--- src/rtl/comparador_serial.sv ---
`default_nettype none
// ============================================================================
// Module      : comparador_serial
// Description : Multi-cycle magnitude comparator. Operands are latched on a
//               start request and examined one BITS_POR_CICLO-wide chunk per
//               clock, most-significant chunk first, stopping at the first
//               chunk that differs. Signed mode flips each operand's MSB so
//               that a plain unsigned chunk compare orders two's-complement
//               values correctly.
// Ports       : clk      - system clock, rising edge
//               reset    - synchronous, active-high reset
//               inicio   - start request, sampled only while idle
//               sinal    - 0 = unsigned, 1 = two's-complement signed
//               A, B     - operands, sampled with inicio
//               ocupado  - comparison in progress
//               pronto   - one-cycle pulse: result flags are valid
//               Igual    - A == B
//               Maior    - A >  B
//               Menor    - A <  B
// Revision    : 1.0 - initial release
// ============================================================================
module comparador_serial #(
    parameter int WIDTH          = 8,
    parameter int BITS_POR_CICLO = 1
) (
    input  logic             clk,
    input  logic             reset,
    input  logic             inicio,
    input  logic             sinal,
    input  logic [WIDTH-1:0] A,
    input  logic [WIDTH-1:0] B,
    output logic             ocupado,
    output logic             pronto,
    output logic             Igual,
    output logic             Maior,
    output logic             Menor
);

    localparam int NCHUNK = WIDTH / BITS_POR_CICLO;
    localparam int PTR_W  = (NCHUNK > 1) ? $clog2(NCHUNK) : 1;

    typedef enum logic [0:0] {
        OCIOSO  = 1'b0,
        COMPARA = 1'b1
    } estado_t;

    estado_t            r_estado;
    logic [WIDTH-1:0]   r_a;
    logic [WIDTH-1:0]   r_b;
    // Chunks remaining after the current one; zero means the LSB chunk.
    logic [PTR_W-1:0]   r_ptr;

    logic [BITS_POR_CICLO-1:0] w_chunk_a;
    logic [BITS_POR_CICLO-1:0] w_chunk_b;
    logic                      w_difere;
    logic                      w_maior;

    // The latched operands shift left each cycle, so the chunk under
    // examination always sits in the top bits.
    assign w_chunk_a = r_a[WIDTH-1 -: BITS_POR_CICLO];
    assign w_chunk_b = r_b[WIDTH-1 -: BITS_POR_CICLO];
    assign w_difere  = (w_chunk_a != w_chunk_b);
    assign w_maior   = (w_chunk_a >  w_chunk_b);

    always_ff @(posedge clk) begin
        if (reset) begin
            r_estado <= OCIOSO;
            r_a      <= '0;
            r_b      <= '0;
            r_ptr    <= '0;
            ocupado  <= 1'b0;
            pronto   <= 1'b0;
            Igual    <= 1'b0;
            Maior    <= 1'b0;
            Menor    <= 1'b0;
        end else begin
            case (r_estado)
                OCIOSO: begin
                    pronto <= 1'b0;
                    if (inicio) begin
                        // Offset-binary mapping: flipping the sign bit makes
                        // signed order equal unsigned order.
                        r_a      <= {A[WIDTH-1] ^ sinal, A[WIDTH-2:0]};
                        r_b      <= {B[WIDTH-1] ^ sinal, B[WIDTH-2:0]};
                        r_ptr    <= PTR_W'(NCHUNK - 1);
                        Igual    <= 1'b0;
                        Maior    <= 1'b0;
                        Menor    <= 1'b0;
                        ocupado  <= 1'b1;
                        r_estado <= COMPARA;
                    end
                end
                COMPARA: begin
                    if (w_difere) begin
                        Maior    <= w_maior;
                        Menor    <= ~w_maior;
                        pronto   <= 1'b1;
                        ocupado  <= 1'b0;
                        r_estado <= OCIOSO;
                    end else if (r_ptr == '0) begin
                        Igual    <= 1'b1;
                        pronto   <= 1'b1;
                        ocupado  <= 1'b0;
                        r_estado <= OCIOSO;
                    end else begin
                        r_a   <= r_a << BITS_POR_CICLO;
                        r_b   <= r_b << BITS_POR_CICLO;
                        r_ptr <= r_ptr - PTR_W'(1);
                    end
                end
                default: begin
                    r_estado <= OCIOSO;
                    ocupado  <= 1'b0;
                    pronto   <= 1'b0;
                end
            endcase
        end
    end

endmodule
`default_nettype wire

--- config.mk ---
export PLATFORM = sky130hd
export DESIGN_NAME = comparador_serial
export DESIGN_NICKNAME = d
export VERILOG_FILES = /design/src/rtl/comparador_serial.sv
export SDC_FILE = /design/constraint.sdc
export NUM_CORES = 1
export LEC_CHECK = 0
export CAP_MARGIN = 20
export CELL_PAD_IN_SITES_DETAIL_PLACEMENT = 2
export CELL_PAD_IN_SITES_GLOBAL_PLACEMENT = 2
export CORE_MARGIN = 10
export CORE_UTILIZATION = 32
export CTS_CLUSTER_SIZE = 14
export DETAILED_ROUTE_END_ITERATION = 8
export GPL_ROUTABILITY_DRIVEN = 0
export HOLD_SLACK_MARGIN = 0.15
export PLACE_DENSITY = 0.84
export SLEW_MARGIN = 20
export SYNTH_ARGS = -nofsm -noshare
export SYNTH_HDL_FRONTEND = slang
export SYNTH_SLANG_ARGS = --single-unit
--- constraint.sdc ---
create_clock -name clk -period 2.7 [get_ports clk]
set_clock_uncertainty 0.2 [all_clocks]
set_input_delay 0.405 -clock clk [delete_from_list [all_inputs] [get_ports clk]]
set_output_delay 0.405 -clock clk [all_outputs]
set_load 0.03 [all_outputs]
# Word level (Yosys, flattened, before mapping)
# Cells that the tools add are included.
# Widths: inputs -> output; s select.
dict set report op_classes {
  n_addsub 1
  magnitude_cmp 1
  eq_ne 7
  n_mux 30
  bitwise 4
  reduce_logical 5
}
# op count
set ops {}
lappend ops {{$mux 8} 6}
lappend ops {{$pmux 8 s2} 2}
lappend ops {{$mux 1} 12}
lappend ops {{$pmux 1 s2} 6}
lappend ops {{$mux 3} 3}
lappend ops {{$ne 2x2->1 const B} 3}
lappend ops {{$pmux 3 s2} 1}
lappend ops {{$reduce_and 3->1} 2}
lappend ops {{$ne 2x1->1 const B} 2}
lappend ops {{$reduce_and 2->1} 2}
lappend ops {{$logic_not 3->1} 1}
lappend ops {{$ne 3x1->1 const B} 1}
lappend ops {{$sub 3x1->3 const B} 1}
lappend ops {{$not 1->1} 2}
lappend ops {{$xor 1x1->1} 2}
lappend ops {{$gt 1x1->1} 1}
lappend ops {{$ne 1x1->1} 1}
dict set report totals {
  ff_bits 25
  output_inout_bits 5
}

# Logic depth before layout (Yosys ltp)
dict set report logic_depth {
  depth_word 4
  ltp_mapped 7
  mapped_depth_nobuf 6
}

# Worst setup path before layout
# Ideal clock, no wire load.
dict set report synth_path {
  path_type {register to register}
  start {reg r_b[7]}
  end {reg r_b[4]}
  setup_ps 79
  t_arrival_ps 1322
  t_required_ps 2421
  setup_slack_ps 1098
  path_stages_with_launch 8
  synth_period_minus_slack_ps 1602
  path_cell_list {dfxtp_1 inv_1 ha_1 nand2_2 o21ai_2 buf_2 nor2_1 a211oi_2}
}
dict set report synth_between {
  elab_chain_len 3
}
# item line
set synth_lines {}
lappend synth_lines {{start: declaration} 49} ;# logic [WIDTH-1:0] r_b;
lappend synth_lines {{start signal: assignment} 84} ;# r_b <= {B[WIDTH-1] ^ sinal, B[WIDTH-2:0]};
lappend synth_lines {{start signal: assignment} 107} ;# r_b <= r_b << BITS_POR_CICLO;
lappend synth_lines {{$ne 1x1->1} 62} ;# assign w_difere = (w_chunk_a != w_chunk_b);
lappend synth_lines {{$ne 2x2->1 (no line)} -}
lappend synth_lines {{$reduce_and 3->1 (no line)} -}
# Every way passes these cells.
# A chain may end at the register's enable or synchronous reset.

# Worst setup path after layout
dict set report layout_path {
  start {reg r_b[7]}
  end {reg r_ptr[1]}
}
dict set report layout_between {
  elab_chain_len 3
}
# item line
set layout_lines {}
lappend layout_lines {{$ne 1x1->1} 62}
lappend layout_lines {{$ne 2x2->1 (no line)} -}
lappend layout_lines {{$reduce_and 3->1 (no line)} -}
lappend layout_lines {{end signal: assignment} 85} ;# r_ptr <= PTR_W'(NCHUNK - 1);
lappend layout_lines {{end signal: assignment} 108} ;# r_ptr <= r_ptr - PTR_W'(1);
lappend layout_lines {{end: declaration} 51} ;# logic [PTR_W-1:0] r_ptr;
# Every way passes these cells.

==> results.cfg <==
[run_status]
status = finished, final reports clean

[clock_tree]
post_cts_resized = 0
cts.sinks = 25
cts_tree = done
postCtsSetupRepairBufs = 0
worstSkewPairLatency_ns = 0.27
clock_tree.root_cell = clkbuf_8
htree_levels = 1
postCtsHoldBufs = 0
clockBufferDepth = 2
numCtsBuffers = 3
clk_pin_slew_worst_paths_ns = 0.09

[global_route]
grt_pass1_wl_um = 5490
antenna_found_initial = 0
track_usage_pct = 10.8
grt_overflow_total = 0
grt_max_degree = 26
grt_use_met1_pct = 11.7
top_usage_layer = met2
grt_use_met2_pct = 19.5
grtUsageMet3_pct = 2.21
grt_pass1_vias = 1095

[sta]
rsz0062_at_grt = no
finalSetupViolCount = 0
min_period_over_period_pct = 84.1
tns_ns = 0
min_period_ns = 2.27
fmaxAchievable_ghz = 0.440
final-max-slew-violation-count = 0
worst_slew_pin_slew_ns = 0.740
maxSlewHeadroom_pct = 50.7
finalHoldViolCount = 0

[route]
antenna_left = 0
wirelength_um = 3380
drtIter0Drc = 62
first_pass_iters = 4
viasPerCell = 4.97
wl_per_cell_um = 17.1
num_vias = 985
drc = 0

[worst_setup_path]
cp_max_fo = 16
endpoint_kind = flip-flop
start_kind = flip-flop
timing.critical_path.cells = inv_1 > ha_1 > nand2_2 > o21ai_2 > buf_8 > nor2_1 > a211oi_1
max_stage_delay_ns = 0.59
rr_worst_depth = 7
rr_startpoint = r_b[7]
worstSetupPathType = reg -> reg
r2r_slack_ns = 0.43
critical_path.slowest_cell = o21ai_2
r2r_end = r_ptr[1]
cp.required_ns = 2.68
crit_family = compound AO/OA/AOI/OAI gates
critPathBufInv = 2
arrival_ns = 2.26

[final_layout]
num-fill-cells = 413
post-route-util_pct = 41.7
fin_nets = 174
stdcell_area_mm2 = 0.00152
multiInputGateArea_um2 = 617
drive_gt1_share_pct = 13.3
ff_latch_area_um2 = 500
stdcell_count = 198
antenna_cells = 0
area_growth_pct = 26.7

[die]
core_area_mm2 = 0.00363
die_area_mm2 = 0.00658
die_x_um = 81.1
fp-row-count = 22
die_y_um = 81.1
start_util_pct = 32.9
num_io_pins = 25

[power_and_ir_drop]
internal-power_uw = 634
peakVddDrop_mv = 0.221
p_total_uw = 926
combPwrFrac_pct = 28.0
p_clk_share_pct = 24.7
p_switching_uw = 292
p_sw_share_pct = 31.6
p_per_area_mw_per_mm2 = 611
seqPwrFrac_pct = 47.3
p_leak_uw = 0.000552

[hold_path]
min_from = r_b[7]
holdPathStages = 2
hold_end = r_b[7]
hp-class = reg -> reg

[placed_design]
dpl.cell_count = 194
dpl_cell_area_mm2 = 0.00147
dp_hpwl_um = 2640
portBuffers = 24

[yosys]
synthesis.instances = 127
yosysTopAreaCell = dfxtp_1
synth_top_area_share_pct = 41.8
synth.distinct_cells = 26
synth-main-ff-cell = dfxtp_1
synth-seq-cells = 25
ys.warnings.count = 0
ys_seq_area_share_pct = 41.8
async_reset_ff_share_pct = 0
synth_fp_nets = 150
ys_top_cells_by_area = dfxtp_1, a211oi_2, mux2i_1, nor2_1, a21oi_1
synth_area_mm2 = 0.00120
synth_edf_count = 0
avgSynthCellArea_um2 = 9.42

[flow_run]
cap_viol_max_count = 0
## synthesized netlist by cell type (2+ instances only)
| cell type | n |
|---|---|
| a211oi_1 | 4 |
| a21oi_1 | 9 |
| nor3b_1 | 2 |
| nand3_1 | 6 |
| nor2_1 | 20 |
| xnor2_1 | 2 |
| nand2_1 | 7 |
| buf_2 | 3 |
| ha_1 | 3 |
| o21ai_0 | 3 |
| dfxtp_1 | 25 |
| nand2b_1 | 2 |
| inv_1 | 4 |
| nor3_1 | 2 |
| a211oi_2 | 10 |
| buf_6 | 3 |
| nor2b_1 | 2 |
| mux2i_1 | 12 |
## flip-flops by register name (all words and copies together), names as in the netlist
| register | cells |
|---|---|
| r_a | 8 |
| Maior | 1 |
| r_estado | 1 |
| r_b | 8 |
| r_ptr | 3 |
| Menor | 1 |
| ocupado | 1 |
| Igual | 1 |
| pronto | 1 |
## area by class of cell
cell class	instances	area share, %
multi-input combinational	89	40.7
clock buffer	4	2.97
tap	48	3.96
inverter	4	0.991
timing repair buffer	28	18.3
sequential	25	33.0
## power by group through the flow
stage / clock network (uW) / registers, uW / logic, uW
2_1_floorplan: 0 / 447 / 177
3_3_place_gp: 0 / 442 / 239
3_5_place_dp: 0 / 447 / 263
4_1_cts: 236 / 439 / 265
5_1_grt: 251 / 444 / 288
6_report: 229 / 438 / 259
## kinds of logic after synthesis
kind of cell	share of synthesized area, %
simple gates	16.8
compound gates	20.1
flops	41.8
buf+inv	6.59
mux	10.0
fa+ha+maj	3.14
xor+xnor	1.46
## metal layers
metal | routed length (um) | vias up
li1 | - | 485
met1 | 1440 | 479
met2 | 1770 | 17
met3 | 100 | 4
met4 | 65 | 0
met5 | 0 | -
## stage by stage
step	hold slack [ns]	setup WS (ns)
floorplan	0.237	1.10
global placement	0.251	0.358
detailed placement	0.266	0.421
CTS	0.280	0.408
global route	0.310	0.204
finish	0.276	0.429
## cell usage in the layout, fill, tap and decap left out
cell             netlist  routed
nand2b_4               1       1
dfxtp_1               25      25
nor3_1                 2       2
a211oi_2              10      10
o21ai_2                1       1
mux2i_1               12      12
xnor2_1                2       2
clkdlybuf4s50_1        0      24
nand3_1                6       6
o21bai_1               1       1
nor2_1                20      20
nor3b_1                2       2
inv_1                  4       4
buf_4                  0       3
a211oi_1               4       4
ha_1                   3       3
buf_8                  0       1
nor2b_1                2       2
clkbuf_8               0       3
a21oi_1                9       9
clkbuf_1               1       1
a32oi_1                1       1
nand2_1                7       7
nand2b_1               2       2
nand2_2                1       1
o21ai_0                3       3
## worst reg2reg max path, stage by stage, from the launching register on
cell and delay, ns:
dfxtp_1 0.34, inv_1 0.05, ha_1 0.36, nand2_2 0.11
o21ai_2 0.59, buf_8 0.25, nor2_1 0.07, a211oi_1 0.22
## how the worst max path moves through the flow
| stage | startpoint | end | cells past startpoint |
|---|---|---|---|
| after floorplan | r_b[7] | r_b[4] | 7 |
| after global placement | r_b[7] | r_a[6] | 6 |
| after detailed placement | r_b[7] | r_ptr[1] | 7 |
| after CTS | r_b[7] | r_ptr[1] | 7 |
| after global routing | r_b[7] | r_ptr[1] | 7 |
| final | r_b[7] | r_ptr[1] | 7 |
(Power assumes the default switching activity.)
